<file path="config.mk">
export PLATFORM = sky130hd
export DESIGN_NAME = mmio_uart_ctrl
export DESIGN_NICKNAME = d
export VERILOG_FILES = /design/src/rtl/mmio_uart_ctrl.sv
export SDC_FILE = /design/constraint.sdc
export NUM_CORES = 1
export LEC_CHECK = 0
export CORE_MARGIN = 4
export CORE_UTILIZATION = 44
export CTS_CLUSTER_DIAMETER = 100
export DETAILED_ROUTE_END_ITERATION = 16
export PLACE_DENSITY = 0.67
export SYNTH_ARGS = -nofsm -noshare
export SYNTH_HDL_FRONTEND = slang
export SYNTH_SLANG_ARGS = --single-unit
</file>
<file path="constraint.sdc">
create_clock -name clk -period 2.4 [get_ports clk]
set_clock_uncertainty 0.2 [all_clocks]
set_input_delay 0.48 -clock clk [delete_from_list [all_inputs] [get_ports clk]]
set_output_delay 0.48 -clock clk [all_outputs]
set_load 0.1 [all_outputs]
</file>
<file path="src/rtl/mmio_uart_ctrl.sv">
// ---------------------------------------------------------------------------
// mmio_uart_ctrl
//
// Memory-mapped I/O block on the CPU data-memory path. Claims addresses whose
// top nibble is 4'b1000 and bridges CPU loads/stores to the on-chip UART
// through a TX FIFO and an RX FIFO. Also provides a free-running cycle
// counter and a retired-instruction counter. Load data is registered, so it
// has the same one-cycle read latency as data memory.
//
// Register map (offset = addr[7:0]):
//   0x00 STATUS  (RO) bit0 TX not full, bit1 RX not empty, bit2 tx_overflow
//   0x04 RX_DATA (RO) RX head in [7:0]; a read pops (empty reads return 0)
//   0x08 TX_DATA (WO) store with we[0] pushes wdata[7:0]
//   0x10 CYCLE   (RO) cycle counter
//   0x14 INSTRET (RO) retired-instruction counter
//   0x18 CTR_RST (WO) any store clears CYCLE, INSTRET and tx_overflow
//
// Ports:
//   clk, rst            core clock, asynchronous active-low reset
//   addr, wdata, we, re CPU data-side access (execute-stage address)
//   inst_retired        one instruction retired this cycle
//   rdata               load data, valid the cycle after re
//   uart_tx_*           byte stream towards the UART transmitter
//   uart_rx_*           byte stream from the UART receiver
// ---------------------------------------------------------------------------
module mmio_uart_ctrl #(
   parameter int TX_DEPTH = 8,
   parameter int RX_DEPTH = 8
) (
   input  logic        clk,
   input  logic        rst,
   input  logic [31:0] addr,
   input  logic [31:0] wdata,
   input  logic [3:0]  we,
   input  logic        re,
   input  logic        inst_retired,
   output logic [31:0] rdata,
   output logic [7:0]  uart_tx_data,
   output logic        uart_tx_valid,
   input  logic        uart_tx_ready,
   input  logic [7:0]  uart_rx_data,
   input  logic        uart_rx_valid,
   output logic        uart_rx_ready
);

   localparam int TX_AW = $clog2(TX_DEPTH);
   localparam int RX_AW = $clog2(RX_DEPTH);
   localparam logic [TX_AW:0] TX_FULL_COUNT = (TX_AW+1)'(TX_DEPTH);
   localparam logic [RX_AW:0] RX_FULL_COUNT = (RX_AW+1)'(RX_DEPTH);

   localparam logic [7:0] OFF_STATUS  = 8'h00;
   localparam logic [7:0] OFF_RX_DATA = 8'h04;
   localparam logic [7:0] OFF_TX_DATA = 8'h08;
   localparam logic [7:0] OFF_CYCLE   = 8'h10;
   localparam logic [7:0] OFF_INSTRET = 8'h14;
   localparam logic [7:0] OFF_CTR_RST = 8'h18;

   logic              sel;
   logic [7:0]        off;
   logic              rd_req;
   logic [31:0]       read_value;

   logic [7:0]        tx_mem [TX_DEPTH];
   logic [TX_AW-1:0]  tx_wr_ptr;
   logic [TX_AW-1:0]  tx_rd_ptr;
   logic [TX_AW:0]    tx_count;
   logic              tx_full;
   logic              tx_pop;
   logic              tx_push_req;
   logic              tx_push;
   logic              tx_drop;
   logic              tx_overflow;

   logic [7:0]        rx_mem [RX_DEPTH];
   logic [RX_AW-1:0]  rx_wr_ptr;
   logic [RX_AW-1:0]  rx_rd_ptr;
   logic [RX_AW:0]    rx_count;
   logic              rx_empty;
   logic              rx_push;
   logic              rx_pop;

   logic              ctr_rst;
   logic [31:0]       cycle_count;
   logic [31:0]       instret_count;

   logic              unused_bits;

   // Address decode: only the top nibble selects this block, and only the low
   // byte picks the register, so the bits in between are deliberately ignored.
   assign sel         = (addr[31:28] == 4'b1000);
   assign off         = addr[7:0];
   assign rd_req      = re & sel;
   assign unused_bits = ^{addr[27:8], wdata[31:8]};

   // TX FIFO handshakes. A push into a full FIFO is still accepted when the
   // UART drains a byte in the same cycle; otherwise it is dropped and flagged.
   assign tx_full       = (tx_count == TX_FULL_COUNT);
   assign uart_tx_valid = (tx_count != '0);
   assign uart_tx_data  = tx_mem[tx_rd_ptr];
   assign tx_pop        = uart_tx_valid & uart_tx_ready;
   assign tx_push_req   = sel & (off == OFF_TX_DATA) & we[0];
   assign tx_push       = tx_push_req & (~tx_full | tx_pop);
   assign tx_drop       = tx_push_req & tx_full & ~tx_pop;

   // RX FIFO handshakes. The CPU pop only happens on a real load of RX_DATA
   // while there is something to pop; the UART push only while not full.
   assign rx_empty      = (rx_count == '0);
   assign uart_rx_ready = (rx_count != RX_FULL_COUNT);
   assign rx_push       = uart_rx_valid & uart_rx_ready;
   assign rx_pop        = rd_req & (off == OFF_RX_DATA) & ~rx_empty;

   assign ctr_rst = sel & (off == OFF_CTR_RST) & (we != 4'b0000);

   // Load mux. Everything here is taken from current state, so STATUS and the
   // RX head reflect the FIFOs before any push or pop happening this cycle.
   always_comb begin
      read_value = '0;
      case (off)
         OFF_STATUS:  read_value = {29'b0, tx_overflow, ~rx_empty, ~tx_full};
         OFF_RX_DATA: read_value = rx_empty ? 32'b0 : {24'b0, rx_mem[rx_rd_ptr]};
         OFF_CYCLE:   read_value = cycle_count;
         OFF_INSTRET: read_value = instret_count;
         default:     read_value = '0;
      endcase
   end

   // Registered load data: captured only on a selected load, held otherwise.
   always_ff @(posedge clk or negedge rst) begin
      if (!rst) begin
         rdata <= '0;
      end else if (rd_req) begin
         rdata <= read_value;
      end
   end

   // FIFO storage needs no reset: the pointers and counts define what is valid.
   always_ff @(posedge clk) begin
      if (tx_push) begin
         tx_mem[tx_wr_ptr] <= wdata[7:0];
      end
      if (rx_push) begin
         rx_mem[rx_wr_ptr] <= uart_rx_data;
      end
   end

   // TX FIFO pointers, occupancy and the sticky overflow flag. Pointers are
   // exactly log2(depth) bits so they wrap on their own.
   always_ff @(posedge clk or negedge rst) begin
      if (!rst) begin
         tx_wr_ptr   <= '0;
         tx_rd_ptr   <= '0;
         tx_count    <= '0;
         tx_overflow <= 1'b0;
      end else begin
         if (tx_push) begin
            tx_wr_ptr <= tx_wr_ptr + 1'b1;
         end
         if (tx_pop) begin
            tx_rd_ptr <= tx_rd_ptr + 1'b1;
         end
         case ({tx_push, tx_pop})
            2'b10:   tx_count <= tx_count + 1'b1;
            2'b01:   tx_count <= tx_count - 1'b1;
            default: tx_count <= tx_count;
         endcase
         if (ctr_rst) begin
            tx_overflow <= 1'b0;
         end else if (tx_drop) begin
            tx_overflow <= 1'b1;
         end
      end
   end

   // RX FIFO pointers and occupancy; a simultaneous push and pop leaves the
   // count unchanged while both pointers advance.
   always_ff @(posedge clk or negedge rst) begin
      if (!rst) begin
         rx_wr_ptr <= '0;
         rx_rd_ptr <= '0;
         rx_count  <= '0;
      end else begin
         if (rx_push) begin
            rx_wr_ptr <= rx_wr_ptr + 1'b1;
         end
         if (rx_pop) begin
            rx_rd_ptr <= rx_rd_ptr + 1'b1;
         end
         case ({rx_push, rx_pop})
            2'b10:   rx_count <= rx_count + 1'b1;
            2'b01:   rx_count <= rx_count - 1'b1;
            default: rx_count <= rx_count;
         endcase
      end
   end

   // Performance counters. A CTR_RST store takes priority over the increment
   // so the counters read exactly zero on the following cycle.
   always_ff @(posedge clk or negedge rst) begin
      if (!rst) begin
         cycle_count   <= '0;
         instret_count <= '0;
      end else if (ctr_rst) begin
         cycle_count   <= '0;
         instret_count <= '0;
      end else begin
         cycle_count <= cycle_count + 32'd1;
         if (inst_retired) begin
            instret_count <= instret_count + 32'd1;
         end
      end
   end

endmodule

</file>
==> results of run 1 <==
-- state kept, by name, indices dropped and copies added, names as in the netlist --
register	flops
rx_mem	64
tx_mem	64
cycle_count	32
instret_count	32
rdata	32
rx_count	4
tx_count	4
rx_rd_ptr	3
rx_wr_ptr	3
tx_rd_ptr	3
tx_wr_ptr	3
tx_overflow	1
-- stage by stage --
step / instances / util
3_3_place_gp: 1295 / 0.533
6_report: 1347 / 0.577
4_1_cts: 1345 / 0.574
3_5_place_dp: 1295 / 0.533
5_1_grt: 1347 / 0.577
2_1_floorplan: 830 / -
-- what timing repair did --
| item | CTS | global route |
|---|---|---|
| cloned | 0 | 1 |
| pin swaps | 4 | 2 |
| resized for setup | 13 | 7 |
| endpoints found under the hold margin | 29 | 0 |
| buffers inserted | 3 | 1 |
| hold buffers | 1 | 0 |
| setup endpoints to repair | 14 | 17 |
-- logic make-up after synthesis --
group	synth area share
AO/OA/AOI/OAI	0.0665
AND/OR/NAND/NOR	0.134
adder cells (fa/ha/maj)	0.0162
multiplexers	0.116
XOR/XNOR	0.0287
flip-flops	0.616
buffers and inverters	0.0224
-- routing by layer --
layer  global-route usage  up-vias  part of all wire
li1                     -     3514                 -
met1                0.255     3725              0.45
met2                0.295      168              0.48
met3               0.0276       22             0.048
met4               0.0391        0             0.013
met5                    0        -                 0
-- path summary, 6_finish.rpt --
path / startpoint / endpoint / slack [ns] / depth (start not counted)
min in group clk: tx_rd_ptr[2] / tx_rd_ptr[2] / 0.27 / 1
worst min register to register: tx_rd_ptr[2] / tx_rd_ptr[2] / 0.27 / 1
worst min-delay path: rst / rdata[31] / 0.25 / 2
max in group asynchronous: rst / tx_rd_ptr[0] / 1.15 / 3
worst max-delay path: tx_rd_ptr[0] / uart_tx_data[1] / -0.41 / 4
worst max register to register: rx_count[0] / rx_count[3] / -0.16 / 10
-- layout make-up --
cell class              instances  share of cell area
flip-flops and latches        245               0.480
multi-input cells             524               0.294
repair buffers                191               0.127
clock buffers                  37              0.0541
well taps                     324              0.0287
clock inverters                 9              0.0116
inverters                      17             0.00488
-- placed cells by master, fill, tap and decap left out, drive strengths merged, types with 35 or more instances in the layout --
cell / instances
a21oi: 39
buf: 154
clkbuf: 38
clkdlybuf4s50: 35
dfrtp: 117
edfxtp: 128
mux2i: 39
nand2: 55
nor2: 52
o21ai: 41
-- where the power goes --
part	internal, mW	switching [mW]	total [mW]
Combinational	1.77	2.07	3.84
Sequential	4.84	0.311	5.15
Clock	2.65	1.61	4.26
Total	9.26	3.99	13.3
-- synth_stat cells (all sizes together) (4+ instances only) --
cell type,count
a21oi,39
nor3,13
and4,12
mux2,19
nor2,52
nand4b,4
nor4,5
buf,12
nor4b,4
mux4,30
edfxtp,128
o41ai,5
dfrtp,117
ha,11
or3,16
or4,25
nand2,55
nand3,28
o31ai,18
nand2b,6
mux2i,39
o21ai,41
xor2,14
inv,17
a221o,6
and3,5
and2,6
xnor2,22
nand4,23
clkbuf,32
==> flow_summary.yaml, run 1 <==
power:
  pwr_density_nw_per_um2: 940
  power.static_leakage_nw: 5.53
  post-layout-total-power_mw: 13.3
  vdd.ir_drop.worst_uv: 915
setup_path:
  crit_path_max_incr_delay_ns: 0.50
  timing.critical_path.arrival_ns: 2.13
  startpoint_types: "flip-flop"
  critical_path_buf_inv_count: 2
  capturing_element_type_of_the_critical_path: "output port"
  crit_path_cell_trace: "clkbuf_16, mux4_2, mux2_4, buf_12"
  critical-path-slowest-cell: "mux4_2"
  critical-path-top-delay-family: "multiplexers"
  crit_path_max_fo: 6
  critPathRequiredTime_ns: 1.72
  timing.setup.critical_path_class: "reg -> out"
placement:
  routabilityCongestion: 0.800
  detailed_place_hpwl_um: 17000
  placed_instance_area_um2: 13000
  place_ws_ns: -0.638
  io_buffer_count: 79
global_routing:
  antenna_found_initial: 0
  grt-ovfl-total: 0
  global_route_wire_length_before_repair_um: 40800
  first_global_vias: 7567
  globalRouteTotalUtil: 0.179
  grt_max_degree: 45
timing:
  finalSetupTns_ns: -3.82
  holdWs_ns: 0.248
  rsz0062_at_grt: "yes"
  final-max-slew-violation-count: 0
  final-hold-violation-count: 0
  timing.final.ws_setup_ns: -0.410
  worst-slew-pin-transition_ns: 0.632
  timing.final.crit_share: 1.17
  fmax_ghz: 0.356
  final.min_clock_period_ns: 2.81
  setup_viol: 14
  slew_headroom: 0.579
synthesis:
  synth.area.top_cells: "edfxtp_1 (35%), dfrtp_1 (27%), mux4_2 (6.1%)"
  ys_seq_elements: 245
  ys_warn_count: 0
  netlist.area_leader.share: 0.350
  post_synth_num_cell_types: 52
  syn-num-nets: 925
  number_of_standard_cells_after_synthesis: 830
  synth_flop_cell: "edfxtp_1"
  syn-mean-instance-area_um2: 13.2
  synth_async_sr_flop_share: 0.478
  netlist_area_before_placement_um2: 11000
  yosysSeqAreaShare: 0.616
  synth_edf_count: 128
  yosysTopAreaCell: "edfxtp_1"
routing:
  wl_per_cell_um: 18.4
  number_of_optimization_iterations_in_the_first_detailed_route_pass: 5
  routed_via_density: 5.52
  drt-total-wl_um: 24700
  drt_iter0_markers: 458
  routed-via-count: 7429
  post-route-drc-count: 0
  residual_antenna_violating_net_count_after_detailed_routing: 0
final_layout:
  antenna_cells: 0
  post_route_cells_drive_above_1_share: 0.268
  postLayoutCellArea_um2: 14100
  multiInputGateArea_um2: 4150
  fillers: 1925
  regArea_um2: 6770
  area_growth_pct: 28.3
  nets: 1099
clock_tree:
  numCtsBuffers: 25
  cell_at_the_root_of_the_clock_tree: "clkbuf_16"
  clk_path_buf_depth: 3
  clk-insertion-delay-late_ns: 0.54
  h-tree-depth: 1
  cts_num_sinks: 245
  path_clk_slew_ns: 0.06
  tritoncts: "done"
floorplan:
  fp-row-count: 57
  chipWidth_um: 166
  design.die.area_um2: 27600
  floorplan.io_pins: 124
  start_util: 0.449
  floorplan.core_area_um2: 24500
  chipHeight_um: 166
run_status:
  outcome: "complete, but fails checks"
  violations: "negative setup slack"
min_path:
  hold_path.class: "in -> async"
run:
  max_cap_violations: 0
Power figures use the tool's default switching activity.
==> run 2: changes to the inputs <==
Settings changed: ABC_CLOCK_PERIOD_IN_PS from default to 2400, CORE_MARGIN 4 to default.
==> run 2 against run 1 <==
Compared with the run above:
- sequential share of layout area is 0.50 points higher
- the run still ends with negative setup slack left
- routed wire length shrank 2.4%
- combinational power about the same
- highest routed layer unchanged
- sequential cell count unchanged
- cell area fell by 1.0%
- worst hold slack better by 0.012 ns
- sequential power hardly changed
- via count about the same
- non-clock buffer count down 3
- count of clock-buffer cells in the layout shrank 3
- die area shrank 7.1%
==> flow_summary.yaml, run 2 (synthesized netlist as in run 1, its figures left out) <==
run_status:
  outcome: "complete, but fails checks"
  violations: "negative setup slack"
routing:
  post-route-drc-count: 0
  drt-total-wl_um: 24100
  drt_iter0_markers: 402
  residual_antenna_violating_net_count_after_detailed_routing: 0
  routed_via_density: 5.54
  routed-via-count: 7434
  wl_per_cell_um: 18.0
  number_of_optimization_iterations_in_the_first_detailed_route_pass: 6
clock_tree:
  numCtsBuffers: 25
  path_clk_slew_ns: 0.06
  cell_at_the_root_of_the_clock_tree: "clkbuf_16"
  cts_num_sinks: 245
  clk-insertion-delay-late_ns: 0.52
  h-tree-depth: 1
  tritoncts: "done"
  clk_path_buf_depth: 3
global_routing:
  antenna_found_initial: 0
  grt_max_degree: 58
  globalRouteTotalUtil: 0.192
  first_global_vias: 7482
  grt-ovfl-total: 0
  global_route_wire_length_before_repair_um: 39600
placement:
  place.detailed.instances: 1288
  io_buffer_count: 79
  routabilityCongestion: 0.791
  placed_instance_area_um2: 13000
  detailed_place_hpwl_um: 16500
min_path:
  hold_path.class: "in -> async"
final_layout:
  commonest_cells_after_routing_fill_and_taps_aside: "buf_4 (128), edfxtp_1 (128), dfrtp_1 (116), nand2_1 (54), nor2_1 (50)"
  postLayoutCellArea_um2: 14000
  antenna_cells: 0
  nets: 1096
  reg.largest.list: "rx_mem: 64 flops, tx_mem: 64 flops"
  area_growth_pct: 27.0
  post_route_cells_drive_above_1_share: 0.263
  layout.cells.non_filler: 1343
timing:
  final.min_clock_period_ns: 2.77
  slew_headroom: 0.569
  final-max-slew-violation-count: 0
  worst-slew-pin-transition_ns: 0.646
  timing.final.crit_share: 1.15
  timing.final.ws_setup_ns: -0.369
  rsz0062_at_grt: "yes"
  holdWs_ns: 0.259
  fmax_ghz: 0.361
  setup_viol: 14
  final-hold-violation-count: 0
setup_path:
  timing.critical_path.arrival_ns: 2.09
  crit_path_max_fo: 9
  startpoint_types: "flip-flop"
  critPathRequiredTime_ns: 1.72
  capturing_element_type_of_the_critical_path: "output port"
  timing.setup.critical_path_class: "reg -> out"
floorplan:
  chipWidth_um: 160
  chipHeight_um: 160
  floorplan.core_area_um2: 24400
  start_util: 0.451
  floorplan.io_pins: 124
  fp-row-count: 57
  design.die.area_um2: 25600
run:
  max_cap_violations: 0
power:
  pwr_density_nw_per_um2: 914
  vdd.ir_drop.worst_uv: 928
  power.static_leakage_nw: 5.47
  post-layout-total-power_mw: 12.8
-- run 2: cell count changes in the layout (fill, tap and decap cells not counted), moves of 2 or more --
cell,before,now
dlymetal6s2s_1,0,2
bufinv_16,4,2
clkdlybuf4s50_1,35,33
clkinv_1,0,3
clkbuf_8,5,3
clkbuf_16,28,26
-- run 2: per-stage QoR --
step,setup slack (ns),TNS (ns),utilization
floorplan,-0.376,-0.529,-
global placement,-0.660,-40.15,0.532
detailed placement,-0.676,-37.97,0.532
finish,-0.369,-3.42,0.572
CTS,-0.427,-3.92,0.570
global route,-0.442,-4.23,0.572
-- run 2: per-layer routing --
metal,GRT usage,vias to the layer above,routed length (µm)
met5,0,-,0
met4,0.0455,0,360
li1,-,3512,-
met3,0.0236,32,1080
met1,0.276,3734,11100
met2,0.313,156,11600
-- run 2: critical path, cell delays in order (launching register included) --
cell     delay (ns)
dfrtp_2        0.42
buf_12         0.16
mux4_2         0.52
mux2_4         0.30
buf_12         0.17
-- run 2: worst paths after layout --
| kind | from | to | slack (ns) | cells past startpoint |
|---|---|---|---|---|
| worst max-delay path | tx_rd_ptr[0] | uart_tx_data[6] | -0.37 | 4 |
| worst min-delay path | rst | rdata[29] | 0.26 | 2 |
| worst max register to register | rx_count[0] | rx_count[3] | -0.15 | 10 |
| worst min register to register | rdata[15] | rdata[15] | 0.28 | 2 |
| max in group asynchronous | rst | cycle_count[1] | 1.06 | 3 |
| min in group clk | rdata[15] | rdata[15] | 0.28 | 2 |
-- run 2: area by class of cell --
class	instances	area, µm²
Tap cell	324	405
Inverter	17	68.8
Clock buffer	34	689
Sequential cell	245	6770
Clock inverter	11	108
Multi-Input combinational cell	524	4170
Fill cell	1986	10400
Timing Repair Buffer	188	1740
-- run 2: power by group --
| part | total [mW] | internal (mW) | switching (mW) |
|---|---|---|---|
| clock network | 3.76 | 2.22 | 1.54 |
| logic | 3.85 | 1.78 | 2.07 |
| registers | 5.14 | 4.84 | 0.300 |
| total | 12.8 | 8.84 | 3.91 |
-- run 2: timing repair --
action                                 in CTS  in global routing
buffers inserted                            7                  2
setup endpoints to repair                  14                 81
hold buffers                                1                  0
pin swaps                                   5                  6
gates cloned                                1                  0
resized for setup                          12                 14
endpoints found under the hold margin      30                  0
==> run 3: changes to the inputs <==
Settings changed: GPL_TIMING_DRIVEN from default to 0, PLACE_DENSITY 0.67 to 0.71.
==> run 3 against run 2 <==
Compared with the run above:
- the flow still finishes with violations (negative setup slack)
- worst hold slack worse by 0.038 ns
- worst setup slack worse by 0.067 ns
- critical path depth up 1
- sequential share of layout area up 0.69 points
- sequential power up 1%
- cell area down 1.3%
- sequential cell count unchanged
- power down 1.6%
- combinational power down 3%
- critical path type unchanged
- critical endpoint is now uart_tx_data[5]
- largest power group unchanged
- highest routed layer unchanged
==> flow_summary.yaml, run 3 (synthesized netlist as in run 1, its figures left out) <==
final_layout:
  mostFrequentLayoutCell: "edfxtp_1"
  area_growth_pct: 25.3
  reg.largest.list: "rx_mem: 64 flops, tx_mem: 64 flops"
  antenna_cells: 0
  commonest_cells_after_routing_fill_and_taps_aside: "edfxtp_1 (128), dfrtp_1 (112), nand2_1 (53), o21ai_0 (41), nor2_1 (41)"
  nets: 1067
  layout.cells.non_filler: 1315
  post_route_cells_drive_above_1_share: 0.242
  final_core_util: 0.565
min_path:
  hold_path.class: "in -> async"
power:
  power.clock.fraction: 0.287
  power.switching_mw: 4.00
  share_seq_of_total_power: 0.414
  vdd.ir_drop.worst_uv: 951
  combinationalPowerShare: 0.298
  net_sw_frac: 0.319
  power.static_leakage_nw: 5.20
  power.internal_mw: 8.54
  post-layout-total-power_mw: 12.5
  pwr_density_nw_per_um2: 911
floorplan:
  chipWidth_um: 160
  floorplan.core_area_um2: 24400
  fp-row-count: 57
  floorplan.io_pins: 124
  start_util: 0.451
  design.die.area_um2: 25600
  chipHeight_um: 160
placement:
  place.detailed.instances: 1234
  routabilityCongestion: 0.872
  io_buffer_count: 79
  detailed_place_hpwl_um: 16500
  place_ws_ns: -1.25
timing:
  final-max-slew-violation-count: 0
  final.min_clock_period_ns: 2.84
  final-hold-violation-count: 0
  fmax_ghz: 0.353
  slew_headroom: 0.373
  worst-slew-pin-transition_ns: 0.945
  setup_viol: 12
  rsz0062_at_grt: "yes"
  timing.final.crit_share: 1.18
  timing.final.ws_setup_ns: -0.436
run:
  max_cap_violations: 0
clock_tree:
  h-tree-depth: 1
  tritoncts: "done"
  path_clk_slew_ns: 0.06
  numCtsBuffers: 25
  cts_num_sinks: 245
  cell_at_the_root_of_the_clock_tree: "clkbuf_16"
  clk_path_buf_depth: 3
  clk-insertion-delay-late_ns: 0.53
routing:
  residual_antenna_violating_net_count_after_detailed_routing: 0
  number_of_optimization_iterations_in_the_first_detailed_route_pass: 4
  drt_iter0_markers: 516
  routed_via_density: 5.69
  drt-total-wl_um: 25400
  routed-via-count: 7486
  post-route-drc-count: 0
  wl_per_cell_um: 19.3
setup_path:
  capturing_element_type_of_the_critical_path: "output port"
  crit_path_max_fo: 5
  timing.setup.critical_path_class: "reg -> out"
  startpoint_types: "flip-flop"
  timing.critical_path.arrival_ns: 2.16
  critPathRequiredTime_ns: 1.72
global_routing:
  grt-ovfl-total: 0
  global_route_wire_length_before_repair_um: 40700
  first_global_vias: 7549
  antenna_found_initial: 0
  grt_max_degree: 82
  globalRouteTotalUtil: 0.201
run_status:
  outcome: "complete, but fails checks"
  violations: "negative setup slack"
## run 3: cell types whose count changed in the layout (fill, tap and decap cells not counted), sizes merged, moves of 2 or more
cell,delta
buf,-88
clkbuf,+38
clkdlybuf4s15,+18
dlygate4sd2,+11
clkdlybuf4s50,-9
clkinv,+5
bufinv,-2
## run 3: final timing paths
| check | endpoint | cells after the start | slack (ns) | startpoint |
|---|---|---|---|---|
| worst max-delay path | uart_tx_data[5] | 5 | -0.44 | tx_rd_ptr[0] |
| worst min-delay path | rdata[26] | 2 | 0.22 | rst |
| worst max register to register | rx_count[3] | 9 | -0.17 | rx_count[1] |
| worst min register to register | rdata[16] | 2 | 0.28 | rdata[16] |
| max in group asynchronous | cycle_count[11] | 3 | 1.03 | rst |
| min in group clk | instret_count[0] | 3 | 0.22 | inst_retired |
## run 3: through the flow
step	cell area [µm²]	TNS [ns]	hold slack (ns)
after detailed placement	12400	-199.72	0.205
after global routing	13800	-5.36	0.243
final	13800	-3.81	0.221
after floorplan	11100	-0.529	-0.0156
after global placement	12300	-669.84	0.269
after CTS	13600	-4.20	0.217
## run 3: metal layers
metal  up-vias  routed length, µm  track usage
li1       3463                  -            -
met4         0                493       0.0541
met3        39               1480       0.0353
met5         -                  0            0
met1      3774              11100        0.275
met2       210              12400        0.333
## run 3: final cells by class
cell class,count,area (µm²)
tap,324,405
timing repair buffer,119,1210
inverter,17,63.8
multi-input combinational,524,4310
buffer,40,236
sequential,245,6780
clock buffer,32,682
clock inverter,14,80.1
fill,1950,10600
## run 3: worst max-delay path, stage by stage, from the launching register on
cell and delay (ns):
dfrtp_1 0.38, buf_8 0.14, clkbuf_16 0.15, mux4_2 0.49
mux2_4 0.29, buf_12 0.17
## run 3: timing repair
action / in CTS / in global routing
gates cloned: 0 / 1
pin swaps: 10 / 11
setup buffers: 28 / 9
endpoints found under the hold margin: 36 / 0
resized for setup: 218 / 57
hold buffers: 1 / 0
setup endpoints to repair: 209 / 96
## run 3: power groups by stage
stage                     clock network [mW]  logic, mW  registers (mW)
after floorplan                            0       2.33            5.23
after CTS                               3.67       3.63            5.18
after global routing                    3.83       3.98            5.24
after detailed placement                   0       3.05            5.26
after global placement                     0       3.00            5.23
final                                   3.60       3.74            5.20
